### src/rtl/coproc_ctrl_param_if.sv
`default_nettype none
// ============================================================================
// Module      : coproc_ctrl_param_if
// Description : Bus bundle between the coprocessor sequencer and its
//               neighbours: operand fetch handshake with the matrix manager,
//               ALU launch/completion, and result write-back handshake.
//               master = sequencer side, slave = matrix manager / ALU side.
// Signals     : rd_req/rd_ack, mat_a_in, mat_b_in     operand fetch
//               alu_start, alu_op, alu_a, alu_b        ALU launch
//               alu_done, alu_res                      ALU completion
//               wr_req/wr_ack, mat_res                 result write-back
// Revision    : 1.0 - initial release
// ============================================================================
interface coproc_ctrl_param_if #(
  parameter int MAT_W = 225,
  parameter int OP_W  = 3
) ();
  logic             rd_req;
  logic             rd_ack;
  logic [MAT_W-1:0] mat_a_in;
  logic [MAT_W-1:0] mat_b_in;
  logic             alu_start;
  logic [OP_W-1:0]  alu_op;
  logic [MAT_W-1:0] alu_a;
  logic [MAT_W-1:0] alu_b;
  logic             alu_done;
  logic [MAT_W-1:0] alu_res;
  logic             wr_req;
  logic             wr_ack;
  logic [MAT_W-1:0] mat_res;

  modport master (
    output rd_req, alu_start, alu_op, alu_a, alu_b, wr_req, mat_res,
    input  rd_ack, mat_a_in, mat_b_in, alu_done, alu_res, wr_ack
  );

  modport slave (
    input  rd_req, alu_start, alu_op, alu_a, alu_b, wr_req, mat_res,
    output rd_ack, mat_a_in, mat_b_in, alu_done, alu_res, wr_ack
  );
endinterface
`default_nettype wire

### src/rtl/coproc_ctrl_param.sv
`default_nettype none
// ============================================================================
// Module      : coproc_ctrl_param
// Description : Sequencer for the matrix coprocessor. A rising edge on sinal
//               starts one operation: validate opcode, fetch operands A/B,
//               launch the ALU, wait for completion under a watchdog, write
//               the result back and report status.
// Ports       : clk, rst (async, active high)
//               sinal     in   start level (rising edge = request)
//               operacao  in   opcode, sampled when the start is accepted
//               busy      out  high while not idle
//               done_o    out  one-cycle pulse at end of every operation
//               erro      out  00 ok / 01 bad opcode / 10 ALU timeout (sticky)
//               op_count  out  successful operations, wraps at 256
//               leds      out  {state, erro, mat_res[3:0]}
//               bus       master side of coproc_ctrl_param_if
// Revision    : 1.0 - initial release
// ============================================================================
module coproc_ctrl_param #(
  parameter int N       = 5,
  parameter int ELEM_W  = 9,
  parameter int OP_W    = 3,
  parameter int NUM_OPS = 7,
  parameter int TIMEOUT = 1023
) (
  input  wire logic            clk,
  input  wire logic            rst,
  input  wire logic            sinal,
  input  wire logic [OP_W-1:0] operacao,
  output logic                 busy,
  output logic                 done_o,
  output logic [1:0]           erro,
  output logic [7:0]           op_count,
  output logic [8:0]           leds,
  coproc_ctrl_param_if.master  bus
);

  localparam int MAT_W   = N * N * ELEM_W;
  // Timer only ever has to reach TIMEOUT-1; keep at least one bit.
  localparam int TIMER_W = (TIMEOUT > 1) ? $clog2(TIMEOUT) : 1;
  localparam logic [TIMER_W-1:0] TIMER_LAST = TIMER_W'(TIMEOUT - 1);
  localparam logic [31:0]        OPS_LIMIT  = 32'(NUM_OPS);

  typedef enum logic [2:0] {
    S_IDLE     = 3'd0,
    S_FETCH    = 3'd1,
    S_LAUNCH   = 3'd2,
    S_WAIT_ALU = 3'd3,
    S_WRITE    = 3'd4,
    S_DONE     = 3'd5,
    S_ERR      = 3'd6
  } state_t;

  state_t               state;
  logic                 sinal_d;
  logic                 start_p;
  logic [TIMER_W-1:0]   timer;

  // Every output is registered and updated together with the state it
  // belongs to, so each branch below sets the outputs of the state it enters.
  always_ff @(posedge clk or posedge rst) begin
    if (rst) begin
      state         <= S_IDLE;
      sinal_d       <= 1'b0;
      start_p       <= 1'b0;
      timer         <= '0;
      busy          <= 1'b0;
      done_o        <= 1'b0;
      erro          <= 2'b00;
      op_count      <= 8'd0;
      bus.rd_req    <= 1'b0;
      bus.alu_start <= 1'b0;
      bus.alu_op    <= '0;
      bus.alu_a     <= '0;
      bus.alu_b     <= '0;
      bus.wr_req    <= 1'b0;
      bus.mat_res   <= '0;
    end else begin
      sinal_d       <= sinal;
      start_p       <= sinal & ~sinal_d;
      // Pulse outputs default low; the entering branch raises them.
      alu_start_clr();
      case (state)
        S_IDLE: begin
          // start_p seen in any other state is simply dropped.
          if (start_p) begin
            bus.alu_op <= operacao;
            busy       <= 1'b1;
            if (32'(operacao) >= OPS_LIMIT) begin
              erro   <= 2'b01;
              done_o <= 1'b1;
              state  <= S_ERR;
            end else begin
              erro       <= 2'b00;
              bus.rd_req <= 1'b1;
              state      <= S_FETCH;
            end
          end
        end
        S_FETCH: begin
          if (bus.rd_ack) begin
            bus.alu_a     <= bus.mat_a_in;
            bus.alu_b     <= bus.mat_b_in;
            bus.rd_req    <= 1'b0;
            bus.alu_start <= 1'b1;
            state         <= S_LAUNCH;
          end
        end
        S_LAUNCH: begin
          timer <= '0;
          state <= S_WAIT_ALU;
        end
        S_WAIT_ALU: begin
          // Completion wins over the watchdog in the expiry cycle.
          if (bus.alu_done) begin
            bus.mat_res <= bus.alu_res;
            bus.wr_req  <= 1'b1;
            state       <= S_WRITE;
          end else if (timer == TIMER_LAST) begin
            erro   <= 2'b10;
            done_o <= 1'b1;
            state  <= S_ERR;
          end else begin
            timer <= timer + 1'b1;
          end
        end
        S_WRITE: begin
          if (bus.wr_ack) begin
            bus.wr_req <= 1'b0;
            done_o     <= 1'b1;
            op_count   <= op_count + 8'd1;
            state      <= S_DONE;
          end
        end
        S_DONE, S_ERR: begin
          busy  <= 1'b0;
          state <= S_IDLE;
        end
        default: begin
          busy       <= 1'b0;
          bus.rd_req <= 1'b0;
          bus.wr_req <= 1'b0;
          state      <= S_IDLE;
        end
      endcase
    end
  end

  // Clears the single-cycle pulses at the start of every clocked update.
  task automatic alu_start_clr();
    bus.alu_start <= 1'b0;
    done_o        <= 1'b0;
  endtask

  assign leds = {state, erro, bus.mat_res[3:0]};

endmodule
`default_nettype wire

### src/flat_wrapper.sv
// flat-port wrapper written by rule: the top's interface ports become plain ports
module coproc_ctrl_param_flat 
#(
  parameter int N       = 5,
  parameter int ELEM_W  = 9,
  parameter int OP_W    = 3,
  parameter int NUM_OPS = 7,
  parameter int TIMEOUT = 1023
)
  (clk, rst, sinal, operacao, busy, done_o, erro, op_count, leds, bus_rd_req, bus_alu_start, bus_alu_op, bus_alu_a, bus_alu_b, bus_wr_req, bus_mat_res, bus_rd_ack, bus_mat_a_in, bus_mat_b_in, bus_alu_done, bus_alu_res, bus_wr_ack);
  coproc_ctrl_param_if #(.MAT_W((225)), .OP_W(OP_W)) bus_i ();
  input  wire logic clk;
  input  wire logic rst;
  input  wire logic sinal;
  input  wire logic [OP_W-1:0] operacao;
  output logic busy;
  output logic done_o;
  output logic [1:0] erro;
  output logic [7:0] op_count;
  output logic [8:0] leds;
  output wire logic [$bits(bus_i.rd_req)-1:0] bus_rd_req;
  output wire logic [$bits(bus_i.alu_start)-1:0] bus_alu_start;
  output wire logic [$bits(bus_i.alu_op)-1:0] bus_alu_op;
  output wire logic [$bits(bus_i.alu_a)-1:0] bus_alu_a;
  output wire logic [$bits(bus_i.alu_b)-1:0] bus_alu_b;
  output wire logic [$bits(bus_i.wr_req)-1:0] bus_wr_req;
  output wire logic [$bits(bus_i.mat_res)-1:0] bus_mat_res;
  input wire logic [$bits(bus_i.rd_ack)-1:0] bus_rd_ack;
  input wire logic [$bits(bus_i.mat_a_in)-1:0] bus_mat_a_in;
  input wire logic [$bits(bus_i.mat_b_in)-1:0] bus_mat_b_in;
  input wire logic [$bits(bus_i.alu_done)-1:0] bus_alu_done;
  input wire logic [$bits(bus_i.alu_res)-1:0] bus_alu_res;
  input wire logic [$bits(bus_i.wr_ack)-1:0] bus_wr_ack;
  assign bus_rd_req = bus_i.rd_req;
  assign bus_alu_start = bus_i.alu_start;
  assign bus_alu_op = bus_i.alu_op;
  assign bus_alu_a = bus_i.alu_a;
  assign bus_alu_b = bus_i.alu_b;
  assign bus_wr_req = bus_i.wr_req;
  assign bus_mat_res = bus_i.mat_res;
  assign bus_i.rd_ack = bus_rd_ack;
  assign bus_i.mat_a_in = bus_mat_a_in;
  assign bus_i.mat_b_in = bus_mat_b_in;
  assign bus_i.alu_done = bus_alu_done;
  assign bus_i.alu_res = bus_alu_res;
  assign bus_i.wr_ack = bus_wr_ack;
  coproc_ctrl_param #(.N(N), .ELEM_W(ELEM_W), .OP_W(OP_W), .NUM_OPS(NUM_OPS), .TIMEOUT(TIMEOUT)) u_core (.clk(clk), .rst(rst), .sinal(sinal), .operacao(operacao), .busy(busy), .done_o(done_o), .erro(erro), .op_count(op_count), .leds(leds), .bus(bus_i));
endmodule
### config.mk
export PLATFORM = sky130hd
export DESIGN_NAME = coproc_ctrl_param_flat
export DESIGN_NICKNAME = d
export VERILOG_FILES = /design/src/rtl/coproc_ctrl_param_if.sv /design/src/rtl/coproc_ctrl_param.sv /design/src/flat_wrapper.sv
export SDC_FILE = /design/constraint.sdc
export NUM_CORES = 1
export LEC_CHECK = 0
export ABC_AREA = 1
export CORE_AREA = 5 5 538 540
export CTS_BUF_LIST = sky130_fd_sc_hd__clkbuf_8
export CTS_CLUSTER_SIZE = 28
export DETAILED_ROUTE_END_ITERATION = 8
export DIE_AREA = 0 0 543 545
export HOLD_SLACK_MARGIN = 0.08
export MAX_ROUTING_LAYER = met4
export PLACE_DENSITY = 0.35
export SLEW_MARGIN = 20
export SYNTH_ARGS = -nofsm -noshare
export SYNTH_HDL_FRONTEND = slang
export SYNTH_SLANG_ARGS = --single-unit
### constraint.sdc
create_clock -name clk -period 49.6 [get_ports clk]
set_input_delay 4.96 -clock clk [delete_from_list [all_inputs] [get_ports clk]]
set_output_delay 4.96 -clock clk [all_outputs]
set_load 0.01 [all_outputs]
==> metrics.txt <==
CP Max Fanout=slightly below 100; CP Capture Type=async pin; largest net degree at the start of global routing=152; Root Buffer=clkbuf_8; Distinct cells, synth=27; vias after detailed routing=27203; max-cap violations=0; Hold WS=0.438 ns; Via density=3.17; CTS Buffer Depth=4; buffers and inverters on the worst path=6; CTS buffer count=164; area fraction of the dominant cell type after synthesis=0.647; # Post-CTS Setup Buffers=0; Worst Skew=0.0490 ns; arrival time at the worst endpoint=between 8 and 9 ns; Post-synth top flop=dfrtp_1; CP Class=in -> async; Ports=1386; CTS Sinks=708; Mapped Area=0.0274 mm2; Sw Share=0.402; CTS tree=done; vias in the first global route=about 28000; crit share post-route=0.161; Post-Route Setup TNS=0 ns; first-pass GRT wire length=291 mm; YS warnings=0; Initial DRC Count=roughly 1700; Routed Antenna Nets=0; top cells by area, synth=dfrtp_1, nand2_1, buf_2, buf_6, buf_4; Combinational Power Share=0.440; Max Fclk=125 MHz; outcome=completed; number of flops mapped to enable cells by yosys=0; worst-skew pair later-pin latency=0.92 ns; total gr overflow=0; register area=0.0177 mm2; startpoint type of the worst setup path=input pin; met3 routed WL=33.8 mm; drt drc=0; final net count=5219; Die ar.=slightly below 0.3 mm2; final slew viol count=0; CTS clock-pin slew for the worst setup and hold paths=0.06 ns; Clock power frac=0.238; HPWL after detailed placement=189 mm; critical path's largest stage delay=0.79 ns; worst-margin pin slew=between 1 and 1.5 ns; ys async rst share=1.00; most area-hungry cell type in the Yosys netlist=dfrtp_1; critical path required time=50.58 ns; area occupied by multi-input gates=0.00850 mm2; routability cong.=0.870; Post-synth top cells=nand2_1, dfrtp_1, buf_2; Die Span Y=545 um; HP Class=reg -> reg; power per cell area=62.9 mW/mm2; fill count=31915; Final setup viols=0; Worst path most repeated cell=buf_4; met1 WL=97.4 mm; Leakage=between 0.02 and 0.025 uW; count leader, synth=nand2_1; Switching Power=1240 uW; port bufs=1385; RSZ-0062 raised after global routing=no; CP max stage cell=buf_4; CORE AREA=about 0.28 mm2; post-layout minimum cycle time=between 7 and 8 ns; initial antenna violation count=approximately 270; delay-heaviest family, CP=buffers and inverters; row count=196; Area Growth Syn to Fin=79.0%; final hold violations=0; fraction of layout cells with a size suffix above 1=0.0586; Initial DRT Pass Iterations=5; Int Pwr=1840 uW; register area share after synthesis=0.647; Synth Register Bits=708; Post-CTS Resized=0; crit path cell chain=clkdlybuf4s50_1 -> inv_8 -> buf_4 -> buf_4 -> buf_6 -> buf_4; H-tree Lvls=4; Max-slew headroom=0.332; Starting Density=0.0964; die width=543 um; cells after synthesis=3104; peak supply drop=0.0240 mV; final WL=229 mm; routed wl met2=~92 mm; post-detailed-route wirelength per cell=26.7 um; Seq pwr share=0.322; Syn Area/Cell=8.82 um2; Hold Buf Count CTS=0; max layer used=met4; Syn Nets=approximately 3800; gr usage total=0.153
## power groups by stage
| stage | registers [uW] | logic [uW] | clock network, uW |
|---|---|---|---|
| 3_5_place_dp | 997 | 1420 | 0 |
| 6_report | 993 | 1360 | 732 |
| 4_1_cts | 995 | 1430 | 779 |
| 3_3_place_gp | 995 | 1420 | 0 |
| 5_1_grt | 1020 | 1470 | 796 |
| 2_1_floorplan | 1100 | 349 | 0 |
## cells in the final DEF, fill, tap and decap left out, types with 2 or more instances in the layout
master	instances
nand2_2	2
xnor2_1	2
a21oi_1	3
ha_1	7
clkbuf_8	205
inv_6	4
nand3_1	21
buf_4	26
clkinv_8	2
dfrtp_1	708
diode_2	185
o21ai_0	12
nand2_1	2114
clkdlybuf4s50_1	1385
clkinv_2	13
nand4_1	4
nor3_1	2
nor2_1	26
bufinv_16	7
inv_8	4
inv_1	77
xor2_1	6
## per-layer routing
| metal | global-route usage | vias to the layer above |
|---|---|---|
| met3 | 0.113 | 266 |
| met1 | 0.174 | 12946 |
| met2 | 0.211 | 1446 |
| met4 | 0.0398 | 0 |
| li1 | - | 12545 |
| met5 | - | - |
## flip-flops by register name (all words and copies together) (netlist names), 2 cells and up
register and count:
u_core.bus.alu_a 225, u_core.bus.alu_b 225, u_core.bus.alu_op 3, u_core.bus.mat_res 225
u_core.erro 2, u_core.op_count 8, u_core.state 3, u_core.timer 10
## cells by family (layout without fill, tap and decap cells)
group,count (synthesis),count (layout),synth area share
and+or+nand+nor,2176,2176,0.301
DFF,708,708,0.647
buffers and inverters,189,1728,0.0432
AOI/OAI and AO/OA,16,16,0.00302
xor gates and xnor gates,8,8,0.00256
adders and majority gates,7,7,0.00320
other,0,185,0
## path summary, 6_finish.rpt
| kind | from | to | slack [ns] | cells after the start |
|---|---|---|---|---|
| setup / recovery | rst | u_core.bus.alu_a[193] | 41.60 | 6 |
| hold / removal | u_core.sinal_d | u_core.start_p | 0.44 | 1 |
| setup reg to reg | u_core.state[1] | u_core.bus.alu_b[148] | 45.57 | 9 |
| hold reg to reg | u_core.sinal_d | u_core.start_p | 0.44 | 1 |
| max in group clk | bus_rd_ack | u_core.bus.alu_b[148] | 41.91 | 8 |
| min in group asynchronous | rst | u_core.bus.mat_res[78] | 4.59 | 2 |
## per-stage QoR
step	power, uW	std cells	utilization	setup WS [ns]	cell area (um2)
5_1_grt	3290	8578	0.172	41.06	49000
3_3_place_gp	2420	8124	0.159	40.07	45200
2_1_floorplan	1450	3104	-	24.78	27400
4_1_cts	3200	8405	0.171	41.15	48500
6_report	3080	8590	0.173	41.60	49000
3_5_place_dp	2420	8124	0.159	40.07	45200
## cell type report
cell class,count,area share
Timing Repair Buffer,1413,0.287
Antenna cell,185,0.00945
Sequential cell,708,0.362
Clock inverter,76,0.0114
Clock buffer,205,0.0576
Inverter,34,0.00306
Tap cell,3762,0.0960
Multi-Input combinational cell,2207,0.173
No activity file was read; power rests on OpenSTA's default activity.
